### config.mk
export PLATFORM = sky130hd
export DESIGN_NAME = sort_job_master
export DESIGN_NICKNAME = d
export VERILOG_FILES = /design/src/rtl/sort_job_master.sv
export SDC_FILE = /design/constraint.sdc
export NUM_CORES = 1
export LEC_CHECK = 0
export BUFFER_PORTS_ARGS = -buffer_cell sky130_fd_sc_hd__buf_4
export CORE_AREA = 2 2 273 275
export DETAILED_ROUTE_END_ITERATION = 12
export DIE_AREA = 0 0 275 277
export GPL_TIMING_DRIVEN = 1
export SYNTH_ARGS = -nofsm -noshare
export SYNTH_HDL_FRONTEND = slang
export SYNTH_SLANG_ARGS = --single-unit
### constraint.sdc
create_clock -name i_clk -period 2.9 [get_ports i_clk]
set_input_delay 0.29 -clock i_clk [delete_from_list [all_inputs] [get_ports i_clk]]
set_output_delay 0.29 -clock i_clk [all_outputs]
set_load 0.02 [all_outputs]
### src/rtl/sort_job_master.sv
// sort_job_master: host-side job initiator for the sorting-network accelerator.
// Programs the beat count over AXI-Lite, streams the input beats, starts the
// job, polls for completion, triggers writeback and forwards the results.
module sort_job_master #(
    parameter int unsigned     ADRW     = 32,
    parameter int unsigned     DATW     = 32,
    parameter int unsigned     SDATW    = 128,
    parameter logic [ADRW-1:0] BASE     = '0,
    parameter logic [ADRW-1:0] REG_BEAT = '0,
    parameter logic [ADRW-1:0] REG_CTRL = ADRW'(4),
    parameter logic [ADRW-1:0] REG_STAT = ADRW'(8),
    parameter int unsigned     POLL_GAP = 16
) (
    input  logic              i_clk,
    input  logic              i_rst,
    // job command
    input  logic              i_cmd_valid,
    output logic              o_cmd_ready,
    input  logic [19:0]       i_cmd_beat,
    output logic              o_job_done,
    output logic              o_job_err,
    // input data source
    input  logic [SDATW-1:0]  i_src_tdata,
    input  logic              i_src_tvalid,
    output logic              o_src_tready,
    // to accelerator input
    output logic [SDATW-1:0]  o_axis_tdata,
    output logic              o_axis_tlast,
    output logic              o_axis_tvalid,
    input  logic              i_axis_tready,
    // from accelerator output
    input  logic [SDATW-1:0]  i_res_tdata,
    input  logic              i_res_tlast,
    input  logic              i_res_tvalid,
    output logic              o_res_tready,
    // result sink
    output logic [SDATW-1:0]  o_dst_tdata,
    output logic              o_dst_tlast,
    output logic              o_dst_tvalid,
    input  logic              i_dst_tready,
    // AXI-Lite master
    output logic [ADRW-1:0]   o_awaddr,
    output logic              o_awvalid,
    input  logic              i_awready,
    output logic [DATW-1:0]   o_wdata,
    output logic [DATW/8-1:0] o_wstrb,
    output logic              o_wvalid,
    input  logic              i_wready,
    input  logic [1:0]        i_bresp,
    input  logic              i_bvalid,
    output logic              o_bready,
    output logic [ADRW-1:0]   o_araddr,
    output logic              o_arvalid,
    input  logic              i_arready,
    input  logic [DATW-1:0]   i_rdata,
    input  logic [1:0]        i_rresp,
    input  logic              i_rvalid,
    output logic              o_rready
);

    typedef enum logic [3:0] {
        IDLE,
        WR_BEAT,
        STREAM,
        WR_START,
        POLL_RD,
        POLL_WAIT,
        WR_WB,
        COLLECT,
        FIN
    } state_t;

    localparam logic [15:0] GAP_LAST = 16'(POLL_GAP - 1);

    state_t      state_q, state_d;
    logic [19:0] beat_q, beat_d;
    logic [19:0] cnt_q, cnt_d;
    logic        err_q, err_d;
    logic        aw_done_q, aw_done_d;
    logic        w_done_q, w_done_d;
    logic        ar_done_q, ar_done_d;
    logic [15:0] gap_q, gap_d;

    // AXI-Lite write parameters selected by the current write state
    logic            is_wr;
    logic [ADRW-1:0] wr_off;
    logic [DATW-1:0] wr_val;
    state_t          wr_next;
    logic            aw_hs, w_hs, ar_hs;
    logic            last_beat;

    // only bit0 of the status word carries meaning
    logic unused_rdata;
    assign unused_rdata = ^i_rdata[DATW-1:1];

    assign last_beat = (cnt_q == beat_q - 20'd1);

    // state register and job bookkeeping
    always_ff @(posedge i_clk) begin
        if (i_rst) begin
            state_q   <= IDLE;
            beat_q    <= '0;
            cnt_q     <= '0;
            err_q     <= 1'b0;
            aw_done_q <= 1'b0;
            w_done_q  <= 1'b0;
            ar_done_q <= 1'b0;
            gap_q     <= '0;
        end else begin
            state_q   <= state_d;
            beat_q    <= beat_d;
            cnt_q     <= cnt_d;
            err_q     <= err_d;
            aw_done_q <= aw_done_d;
            w_done_q  <= w_done_d;
            ar_done_q <= ar_done_d;
            gap_q     <= gap_d;
        end
    end

    // register/value/successor for whichever AXI-Lite write is in progress
    always_comb begin
        is_wr   = 1'b0;
        wr_off  = REG_CTRL;
        wr_val  = '0;
        wr_next = IDLE;
        unique case (state_q)
            WR_BEAT: begin
                is_wr   = 1'b1;
                wr_off  = REG_BEAT;
                wr_val  = DATW'(beat_q);
                wr_next = STREAM;
            end
            WR_START: begin
                is_wr   = 1'b1;
                wr_off  = REG_CTRL;
                wr_val  = DATW'(1);
                wr_next = POLL_RD;
            end
            WR_WB: begin
                is_wr   = 1'b1;
                wr_off  = REG_CTRL;
                wr_val  = DATW'(2);
                wr_next = COLLECT;
            end
            default: ;
        endcase
    end

    // next-state logic and all handshake/pass-through outputs
    always_comb begin
        state_d   = state_q;
        beat_d    = beat_q;
        cnt_d     = cnt_q;
        err_d     = err_q;
        aw_done_d = aw_done_q;
        w_done_d  = w_done_q;
        ar_done_d = ar_done_q;
        gap_d     = gap_q;

        o_cmd_ready   = 1'b0;
        o_job_done    = 1'b0;
        o_job_err     = 1'b0;
        o_src_tready  = 1'b0;
        o_axis_tdata  = '0;
        o_axis_tlast  = 1'b0;
        o_axis_tvalid = 1'b0;
        o_res_tready  = 1'b0;
        o_dst_tdata   = '0;
        o_dst_tlast   = 1'b0;
        o_dst_tvalid  = 1'b0;
        o_awaddr      = '0;
        o_awvalid     = 1'b0;
        o_wdata       = '0;
        o_wstrb       = '0;
        o_wvalid      = 1'b0;
        o_bready      = 1'b0;
        o_araddr      = '0;
        o_arvalid     = 1'b0;
        o_rready      = 1'b0;

        aw_hs = 1'b0;
        w_hs  = 1'b0;
        ar_hs = 1'b0;

        if (is_wr) begin
            o_awaddr  = BASE + wr_off;
            o_awvalid = !aw_done_q;
            o_wdata   = wr_val;
            o_wstrb   = '1;
            o_wvalid  = !w_done_q;
            o_bready  = 1'b1;
            aw_hs     = o_awvalid && i_awready;
            w_hs      = o_wvalid && i_wready;
            if (aw_hs) aw_done_d = 1'b1;
            if (w_hs)  w_done_d  = 1'b1;
            if (i_bvalid && (aw_done_q || aw_hs) && (w_done_q || w_hs)) begin
                aw_done_d = 1'b0;
                w_done_d  = 1'b0;
                cnt_d     = '0;
                if (i_bresp != 2'b00) begin
                    err_d   = 1'b1;
                    state_d = FIN;
                end else begin
                    state_d = wr_next;
                end
            end
        end

        unique case (state_q)
            IDLE: begin
                o_cmd_ready = 1'b1;
                if (i_cmd_valid) begin
                    beat_d    = i_cmd_beat;
                    err_d     = 1'b0;
                    cnt_d     = '0;
                    gap_d     = '0;
                    aw_done_d = 1'b0;
                    w_done_d  = 1'b0;
                    ar_done_d = 1'b0;
                    if (i_cmd_beat == 20'd0) begin
                        err_d   = 1'b1;
                        state_d = FIN;
                    end else begin
                        state_d = WR_BEAT;
                    end
                end
            end
            STREAM: begin
                o_axis_tdata  = i_src_tdata;
                o_axis_tvalid = i_src_tvalid;
                o_axis_tlast  = last_beat;
                o_src_tready  = i_axis_tready;
                if (i_src_tvalid && i_axis_tready) begin
                    if (last_beat) begin
                        cnt_d   = '0;
                        state_d = WR_START;
                    end else begin
                        cnt_d = cnt_q + 20'd1;
                    end
                end
            end
            POLL_RD: begin
                o_araddr  = BASE + REG_STAT;
                o_arvalid = !ar_done_q;
                o_rready  = 1'b1;
                ar_hs     = o_arvalid && i_arready;
                if (ar_hs) ar_done_d = 1'b1;
                if (i_rvalid) begin
                    ar_done_d = 1'b0;
                    if (i_rresp != 2'b00) begin
                        err_d   = 1'b1;
                        state_d = FIN;
                    end else if (i_rdata[0]) begin
                        state_d = WR_WB;
                    end else begin
                        gap_d   = '0;
                        state_d = POLL_WAIT;
                    end
                end
            end
            POLL_WAIT: begin
                if (gap_q == GAP_LAST) begin
                    state_d = POLL_RD;
                end else begin
                    gap_d = gap_q + 16'd1;
                end
            end
            COLLECT: begin
                o_dst_tdata  = i_res_tdata;
                o_dst_tvalid = i_res_tvalid;
                o_dst_tlast  = last_beat;
                o_res_tready = i_dst_tready;
                if (i_res_tvalid && i_dst_tready) begin
                    if (i_res_tlast != last_beat) err_d = 1'b1;
                    if (last_beat) begin
                        cnt_d   = '0;
                        state_d = FIN;
                    end else begin
                        cnt_d = cnt_q + 20'd1;
                    end
                end
            end
            FIN: begin
                o_job_done = 1'b1;
                o_job_err  = err_q;
                state_d    = IDLE;
            end
            default: ;
        endcase
    end

endmodule

==> flow_summary.json, run 1 <==
{
  "grt.total_usage_pct": 13.9,
  "min_path_type": "input port to flip-flop",
  "nNetsFinal": 1856,
  "seq_area_frac_synth_pct": 19.6,
  "worst-slew-pin-transition_ns": 0.854,
  "yosysWarnings": 0,
  "drv_slew": 0,
  "violations": "setup timing",
  "register_area_mm2": 0.00129,
  "io_buffers": 589,
  "slew_headroom_pct": 43.1,
  "synth_seq_cells": 64,
  "seq_power_share_pct": 29.4,
  "intPower_mw": 2.21,
  "first_pass_iters": 7,
  "async_flop_share_pct": 0,
  "route.detailed.drc": 0,
  "p_switching_mw": 0.996,
  "yosys-top-cells-area": "and2_1, dfxtp_1, buf_4",
  "p_total_mw": 3.20,
  "p_per_area_mw_per_mm2": 252,
  "cts_tree": "done",
  "cpLargestDelayFamily": "simple AND/OR/NAND/NOR gates",
  "min_delay_worst_endpoint": "beat_q[4]",
  "worst_ep_required_time_ns": 3.12,
  "multiInputGateArea_mm2": 0.00483,
  "antenna_found_initial": 46,
  "htreeDepth": 3,
  "insertion_delay_ns": 0.35,
  "drt-initial-drc-count": 483,
  "ios": 695,
  "drv_cap": 0,
  "setup_viol": 27,
  "cts.clk_slew.worst_paths_ns": 0.06,
  "end_kind": "flip-flop",
  "final-hold-violation-count": 0,
  "final.setup_skew_ns": 0.00840,
  "synth_edf_count": 0,
  "worstPathArrival_ns": 3.54,
  "nFillCells": 8512,
  "crit_type": "flip-flop to flip-flop",
  "stdcell_area_mm2": 0.0127,
  "cts_buffers": 9,
  "synth-main-ff-cell": "dfxtp_1",
  "ant_nets": 0,
  "clockBufferDepth": 2,
  "layout-drive-gt1-share_pct": 47.0,
  "place_area_mm2": 0.0121,
  "reg2reg_from": "beat_q[9]",
  "synth_cells": 925,
  "grt_pass1_wl_um": 71400,
  "path_buf_inv": 1,
  "clock_power_share_pct": 36.3,
  "routed_wl_um": 55700,
  "syn_area_per_cell_um2": 7.06,
  "initial_core_util_pct": 8.88,
  "cts_sinks": 64,
  "min_path_cells": 3,
  "grt_start_max_net_pins": 131,
  "rr_endpoint": "err_q",
  "status": "complete, but fails checks",
  "route.detailed.wl_per_inst_um": 22.2,
  "vias_per_cell": 3.47,
  "grt_pass1_vias": 8090,
  "crit_chain": "or4_4 > or3_4 > or4b_4 > xnor2_4 > buf_6 > nor4_4 > nand3_4 > nor4bb_1 > or3_1",
  "yosysTopAreaCell": "and2_1",
  "max_stage_delay_ns": 0.58,
  "reg2reg_slack_ns": -0.42,
  "synth_area_mm2": 0.00653,
  "peakVddDrop_v": 0.000213,
  "finish.utilization_pct": 17.3,
  "dp_hpwl_um": 49900,
  "grt.overflow.total": 0,
  "switching_share_pct": 31.1,
  "power_leakage_nw": 6.00,
  "worst_r2r_path_depth": 9,
  "fmax_mhz": 301,
  "finalCritPeriodShare_pct": 114,
  "die_w_um": 275,
  "holdCritStartpoint": "i_cmd_beat[4]",
  "cts_root_buf": "clkbuf_16",
  "fp.dieH_um": 277,
  "critical_path.startpoint_type": "flip-flop",
  "gp_congestion": 0.888,
  "p_comb_share_pct": 34.3,
  "num_rows": 100,
  "path_max_fanout": 5,
  "ys_types": 70,
  "setup_ws_ns": -0.417,
  "rsz0062_at_grt": "true",
  "areaGrowthSynthToFinish_pct": 94.7,
  "core_area_mm2": 0.0736,
  "fin_crit_ns": 3.32,
  "fp.dieArea_mm2": 0.0762,
  "dr_total_vias": 8703,
  "synth_top_area_share_pct": 27.2,
  "crit_slowest_cell": "or4b_4"
}
[power groups by stage]
stage | sequential [mW] | combinational, mW | clock, mW
3_5_place_dp | 0.957 | 1.03 | 0
6_report | 0.941 | 1.10 | 1.16
2_1_floorplan | 0.945 | 0.554 | 0
5_1_grt | 0.945 | 1.19 | 1.22
4_1_cts | 0.938 | 1.07 | 1.18
3_3_place_gp | 0.956 | 1.02 | 0
[Yosys cell counts, types with 3 or more instances]
master	number
nor4_2	3
a31oi_1	9
and4_1	5
clkbuf_1	54
nor2_1	55
nor2b_1	3
a21boi_0	3
a21oi_1	38
or3_1	4
buf_4	79
inv_1	13
ha_1	3
buf_6	3
nor3_1	11
and2_1	284
nand4_1	7
and3_1	11
xnor2_1	25
xor2_1	20
dfxtp_1	64
o22ai_1	4
nand2_1	90
nor4_1	17
nor4b_1	3
a32oi_1	3
nand3_1	30
mux2i_1	7
o21ai_0	17
[layout make-up]
type	count	share of cell area, %
diodes	5	0.0983
repair buffers	658	39.5
clock buffers	11	1.83
well taps	969	9.53
multi-input cells	782	38.0
flip-flops and latches	64	10.1
clock inverters	4	0.551
inverters	13	0.384
[registers in the layout, indices dropped and copies added, names as in the netlist]
name and cells:
beat_q 20, cnt_q 20, gap_q 16, state_q 4
ar_done_q 1, aw_done_q 1, err_q 1, w_done_q 1
[cell families after synthesis]
family	synth area share [%]
xor+xnor	6.28
compound gates	10.9
mux	1.07
simple gates	47.6
fa+ha+maj	0.575
other cells	0.0574
flops	19.6
buf+inv	13.9
[layout by cell type, fill, tap and decap left out, types with 3 or more instances in the layout]
cell type    n
a32oi_1      3
and2_1     284
and3_1      11
xnor2_1     25
nor2b_1      3
nand2_1     90
buf_6       10
buf_4      644
nand3_1     29
ha_1         3
mux2i_1      6
inv_1       13
nand4_1      7
diode_2      5
o22ai_1      4
dfxtp_1     60
or3_1        4
o21ai_2      6
and4_1       5
a21oi_1     37
conb_1      74
o21ai_0      9
nor4b_4      3
xor2_1      20
dfxtp_2      4
nor2_1      53
nor3_1      11
clkbuf_16    9
nor4_2       4
nor4_1      14
a31oi_1      5
[stage by stage]
step / std cells / hold slack (ns) / setup WS, ns / setup TNS [ns]
after floorplan: 998 / 0.418 / -0.0146 / -0.0405
after global placement: 2475 / 0.463 / -0.156 / -2.21
after detailed placement: 2475 / 0.487 / -0.199 / -2.84
after CTS: 2497 / 0.193 / -0.436 / -6.44
after global routing: 2501 / 0.209 / -0.528 / -12.08
final: 2506 / 0.202 / -0.417 / -9.52
[how the worst max path moves through the flow]
stage	start	slack, ns	depth (start not counted)	to
2_1_floorplan	beat_q[13]	-0.01	10	cnt_q[10]
3_3_place_gp	beat_q[13]	-0.16	9	cnt_q[18]
3_5_place_dp	beat_q[13]	-0.20	9	cnt_q[19]
4_1_cts	beat_q[6]	-0.44	8	o_axis_tlast
5_1_grt	beat_q[9]	-0.53	11	cnt_q[1]
6_report	beat_q[9]	-0.42	9	err_q
[routing by layer]
layer	up-vias	track usage, %	routed length [µm]
met5	-	0	467
met4	76	2.61	1150
met3	102	9.17	7760
met2	379	22.5	25700
met1	4020	15.1	20600
li1	4126	-	-
[tightest hold or removal path, delay by kind of cell]
family	cells	cell delay, ns
compound gates	1	0.05
buf+inv	1	0.11
simple gates	1	0.05
[what timing repair did]
action,in CTS,in global routing
setup buffers,5,6
pin swaps,18,23
gates resized for setup,24,29
hold buffers,0,0
setup endpoints to repair,24,30
gates cloned,2,0
Note: power is estimated with default switching activity, not from simulation.
==> run 2, diff against run 1 <==
--- a/config.mk
+++ b/config.mk
@@ -5,11 +5,13 @@
 export SDC_FILE = /design/constraint.sdc
 export NUM_CORES = 1
 export LEC_CHECK = 0
+export ABC_AREA = 1
 export BUFFER_PORTS_ARGS = -buffer_cell sky130_fd_sc_hd__buf_4
-export CORE_AREA = 2 2 273 275
+export CORE_AREA = 2 2 268 270
 export DETAILED_ROUTE_END_ITERATION = 12
-export DIE_AREA = 0 0 275 277
+export DIE_AREA = 0 0 270 272
 export GPL_TIMING_DRIVEN = 1
+export SETUP_SLACK_MARGIN = 0.2
 export SYNTH_ARGS = -nofsm -noshare
 export SYNTH_HDL_FRONTEND = slang
 export SYNTH_SLANG_ARGS = --single-unit
==> flow_summary.json, run 2 <==
{
  "status": "finished, final reports clean",
  "slew_headroom_pct": 50.4,
  "route.detailed.drc": 0,
  "grt.overflow.total": 0,
  "cpLargestDelayFamily": "simple AND/OR/NAND/NOR gates",
  "crit_slowest_cell": "dfxtp_1",
  "crit_chain": "nor2_1 > nand2_1 > nor2_4 > nand2_1 > o21ai_0 > nand3_1 > nor3_2 > nand2_2 > nor2_1 > buf_4",
  "crit_type": "flip-flop to output pin",
  "fmax_mhz": 374,
  "p_total_mw": 5.57,
  "path_max_fanout": 8,
  "fp.dieH_um": 272,
  "final_cells": 2931,
  "multiInputGateArea_mm2": 0.00421,
  "cts_buffers": 9,
  "yosysMostFrequentCell": "nor2_1",
  "core_area_mm2": 0.0708,
  "gp_congestion": 0.922,
  "max_stage_delay_ns": 0.36,
  "grt_pass1_vias": 9116,
  "drv_slew": 0,
  "num_rows": 98,
  "yosys-top-cells-count": "nor2_1, inv_1, nand2_1",
  "top_regs": "beat_q (20), cnt_q (20), gap_q (16)",
  "place_ws_ns": 0.284,
  "setup_viol": 0,
  "grt.total_usage_pct": 14.4,
  "syn_area_per_cell_um2": 5.22,
  "yosysTopAreaCell": "nor2_1",
  "p_per_area_mw_per_mm2": 427,
  "vias_per_cell": 3.49,
  "clockBufferDepth": 2,
  "final_common_cell": "buf_4",
  "cts_root_buf": "clkbuf_16",
  "insertion_delay_ns": 0.35,
  "io_buffers": 589,
  "areaGrowthSynthToFinish_pct": 78.5,
  "initial_core_util_pct": 10.3,
  "hold_ws_ns": 0.240,
  "yosysWarnings": 0,
  "dr_total_vias": 10200,
  "rsz0062_at_grt": "true",
  "setup_ws_ns": 0.229,
  "grt_pass1_wl_um": 73500,
  "ant_nets": 0,
  "synth-main-ff-cell": "dfxtp_1",
  "routed_wl_um": 56500,
  "async_flop_share_pct": 0,
  "die_w_um": 270,
  "synth_area_mm2": 0.00731,
  "critical_path.startpoint_type": "flip-flop",
  "final_cell_mix": "buf_4, nor2_1, inv_1, nand2_1, conb_1",
  "htreeDepth": 3,
  "dp_hpwl_um": 51200,
  "nNetsFinal": 2302,
  "min_path_type": "input port to flip-flop",
  "register_area_mm2": 0.00128,
  "worstPathArrival_ns": 2.38,
  "nFillCells": 8357,
  "finish.utilization_pct": 18.4,
  "fin_setup_tns_ns": 0,
  "cts.clk_slew.worst_paths_ns": 0.06,
  "synth_top_area_share_pct": 18.6,
  "path_buf_inv": 1,
  "yosys-top-cells-area": "nor2_1, inv_1, dfxtp_1",
  "first_pass_iters": 5,
  "final.setup_skew_ns": 0.0106,
  "seq_area_frac_synth_pct": 17.5,
  "place_inst": 2904,
  "peakVddDrop_v": 0.000260,
  "cts_tree": "done",
  "layout-drive-gt1-share_pct": 34.8,
  "finalCritPeriodShare_pct": 92.1,
  "worst-slew-pin-transition_ns": 0.743,
  "final-hold-violation-count": 0,
  "power_leakage_nw": 7.50,
  "drv_cap": 0,
  "fin_crit_ns": 2.67,
  "worst_ep_required_time_ns": 2.61,
  "synth_edf_count": 0,
  "synth_cells": 1400,
  "grt_start_max_net_pins": 77,
  "ys_types": 44,
  "synth_seq_cells": 64,
  "antenna_found_initial": 19,
  "ios": 695,
  "drt-initial-drc-count": 669,
  "fp.dieArea_mm2": 0.0734,
  "stdcell_area_mm2": 0.0130,
  "cts_sinks": 64,
  "place_area_mm2": 0.0126,
  "end_kind": "output pin",
  "route.detailed.wl_per_inst_um": 19.3
}
[run 2: changes by cell type after synthesis, moves of 24 or more]
cell,delta
a21oi_1,+24
and2_1,-283
inv_1,+346
nand2_1,+89
nand3_1,+27
nor2_1,+307
o21ai_0,+29
[run 2: worst paths after layout]
path               from           to  slack [ns]  cells after the start
max           beat_q[5]  o_dst_tlast        0.23                     10
min reg2reg  beat_q[19]   beat_q[19]        0.49                      2
max reg2reg   beat_q[5]    cnt_q[10]        0.46                     13
min           i_awready    aw_done_q        0.24                      3
[run 2: logic make-up after synthesis]
kind of cell             Yosys count  share of synthesized area (%)
XOR/XNOR                          23                           2.76
AO/OA/AOI/OAI                    130                           9.64
adder cells (fa/ha/maj)            3                          0.514
other                              1                         0.0513
flip-flops                        64                           17.5
AND/OR/NAND/NOR                  686                           39.9
buffers and inverters            493                           29.6
[run 2: layer usage]
| metal | up-vias | track usage [%] | wire (µm) |
|---|---|---|---|
| li1 | 5114 | - | - |
| met1 | 4596 | 17.7 | 23100 |
| met2 | 434 | 23.4 | 26100 |
| met3 | 56 | 5.92 | 5570 |
| met4 | 22 | 3.70 | 1520 |
| met5 | - | 0 | 137 |
[run 2: report_power, final]
part           internal [mW]  switching [mW]  leakage (nW)  total [mW]
Clock                  0.670           0.442         0.143        1.11
Combinational           1.24            2.13          6.84        3.36
Sequential             0.979           0.114         0.522        1.09
[run 2: what timing repair did]
item,in CTS,in global routing
resized for setup,7,17
setup endpoints to repair,2,12
hold buffers,0,0
buffers inserted,2,7
pin swaps,2,11
[run 2: cell type report]
cell class	count	share of cell area, %
multi-input combinational	916	32.3
tap	950	9.12
inverter	365	10.6
clock buffer	10	1.76
clock inverter	6	0.528
timing repair buffer	618	35.9
antenna	2	0.0384
sequential	64	9.84
[run 2: worst min-delay path: stages]
cell and delay, ns:
buf_4 0.08, a21oi_1 0.05, nor3_1 0.11
==> run 3, diff against run 2 <==
--- a/config.mk
+++ b/config.mk
@@ -11,6 +11,7 @@
 export DETAILED_ROUTE_END_ITERATION = 12
 export DIE_AREA = 0 0 270 272
 export GPL_TIMING_DRIVEN = 1
+export PLACE_DENSITY = 0.44
 export SETUP_SLACK_MARGIN = 0.2
 export SYNTH_ARGS = -nofsm -noshare
 export SYNTH_HDL_FRONTEND = slang
==> flow_summary.json, run 3 (synthesis results as in run 2) <==
{
  "status": "finished, final reports clean",
  "setup_viol": 0,
  "areaGrowthSynthToFinish_pct": 79.9,
  "initial_core_util_pct": 10.3,
  "grt_pass1_vias": 9370,
  "worstPathArrival_ns": 2.33,
  "place_ws_ns": 0.275,
  "dr_total_vias": 10000,
  "finish.utilization_pct": 18.6,
  "slew_headroom_pct": 47.3,
  "place_area_mm2": 0.0126,
  "worst-slew-pin-transition_ns": 0.790,
  "finalCritPeriodShare_pct": 90.5,
  "grt_pass1_wl_um": 72600,
  "core_area_mm2": 0.0708,
  "final.setup_skew_ns": 0.0133,
  "fp.dieH_um": 272,
  "vias_per_cell": 3.42,
  "grt_start_max_net_pins": 131,
  "die_w_um": 270,
  "ios": 695,
  "ant_nets": 0,
  "cts_buffers": 9,
  "insertion_delay_ns": 0.34,
  "grt.total_usage_pct": 13.8,
  "routed_wl_um": 54200,
  "critical_path.startpoint_type": "flip-flop",
  "path_max_fanout": 6,
  "antenna_found_initial": 6,
  "nNetsFinal": 2306,
  "cts.clk_slew.worst_paths_ns": 0.06,
  "fin_setup_tns_ns": 0,
  "crit_type": "flip-flop to output pin",
  "min_path_type": "input port to flip-flop",
  "top_regs": "beat_q (20), cnt_q (20), gap_q (16)",
  "postCtsHoldBufs": 0,
  "first_pass_iters": 5,
  "cts_root_buf": "clkbuf_16",
  "final_cell_mix": "buf_4, inv_1, nor2_1, nand2_1, conb_1",
  "worst_ep_required_time_ns": 2.61,
  "multiInputGateArea_mm2": 0.00425,
  "route.detailed.drc": 0,
  "register_area_mm2": 0.00128,
  "final-hold-violation-count": 0,
  "power_leakage_nw": 7.54,
  "clockBufferDepth": 2,
  "final_common_cell": "buf_4",
  "route.detailed.wl_per_inst_um": 18.5,
  "fp.dieArea_mm2": 0.0734,
  "drv_slew": 0,
  "htreeDepth": 3,
  "rsz0062_at_grt": "true",
  "nFillCells": 8313,
  "drt-initial-drc-count": 476,
  "end_kind": "output pin",
  "cts_tree": "done",
  "p_per_area_mw_per_mm2": 437,
  "setup_ws_ns": 0.276,
  "cts_sinks": 64,
  "stdcell_area_mm2": 0.0131,
  "grt.overflow.total": 0,
  "io_buffers": 589,
  "num_rows": 98,
  "dp_hpwl_um": 48600,
  "peakVddDrop_v": 0.000260,
  "drv_cap": 0,
  "layout-drive-gt1-share_pct": 35.6,
  "fin_crit_ns": 2.62,
  "gp_congestion": 0.831,
  "fmax_mhz": 381
}
run 3: through the flow:
stage	hold slack [ns]	total power [mW]	cells
global placement	0.482	4.37	2909
floorplan	0.456	3.07	1473
finish	0.249	5.74	2934
CTS	0.244	5.69	2928
global route	0.272	6.13	2933
detailed placement	0.483	4.36	2909
run 3: cell type report:
| class | count | area share [%] |
|---|---|---|
| Tap cell | 950 | 9.04 |
| Multi-Input combinational cell | 916 | 32.3 |
| Clock buffer | 9 | 1.71 |
| Inverter | 365 | 10.5 |
| Clock inverter | 7 | 0.781 |
| Timing Repair Buffer | 622 | 35.9 |
| Antenna cell | 1 | 0.0190 |
| Sequential cell | 64 | 9.77 |
run 3: report_power, final:
group / switching [mW] / internal, mW / leakage [nW]
Sequential: 0.117 / 0.978 / 0.522
Combinational: 2.14 / 1.27 / 6.86
Clock: 0.478 / 0.763 / 0.157
run 3: final timing paths:
path	startpoint	to	slack (ns)	cells after the start
max	beat_q[1]	o_dst_tlast	0.28	12
min	i_cmd_beat[19]	beat_q[19]	0.25	3
max reg2reg	beat_q[1]	cnt_q[6]	0.45	16
min reg2reg	gap_q[15]	gap_q[15]	0.49	2
run 3: repair_timing:
action,CTS,global route
setup endpoints to repair,2,76
gates resized for setup,9,30
setup buffers,3,5
pin swaps,3,8
run 3: worst max-delay path, cell delays in order (launching register included):
cell     delay (ns)
dfxtp_2        0.33
inv_2          0.09
ha_4           0.16
nand3_4        0.12
nor2_4         0.21
nand3_2        0.12
xnor2_2        0.21
nand3_1        0.11
nor3_2         0.16
nand2_1        0.09
buf_6          0.16
nor2_2         0.08
buf_4          0.14
run 3: routing by layer:
layer  up-vias  routed length, µm  global-route usage (%)
met5         -                 40                       0
met4         8                170                   0.731
met3        20               3720                    3.95
met2       335              28600                    25.9
met1      4557              21700                    16.1
li1       5114                  -                       -
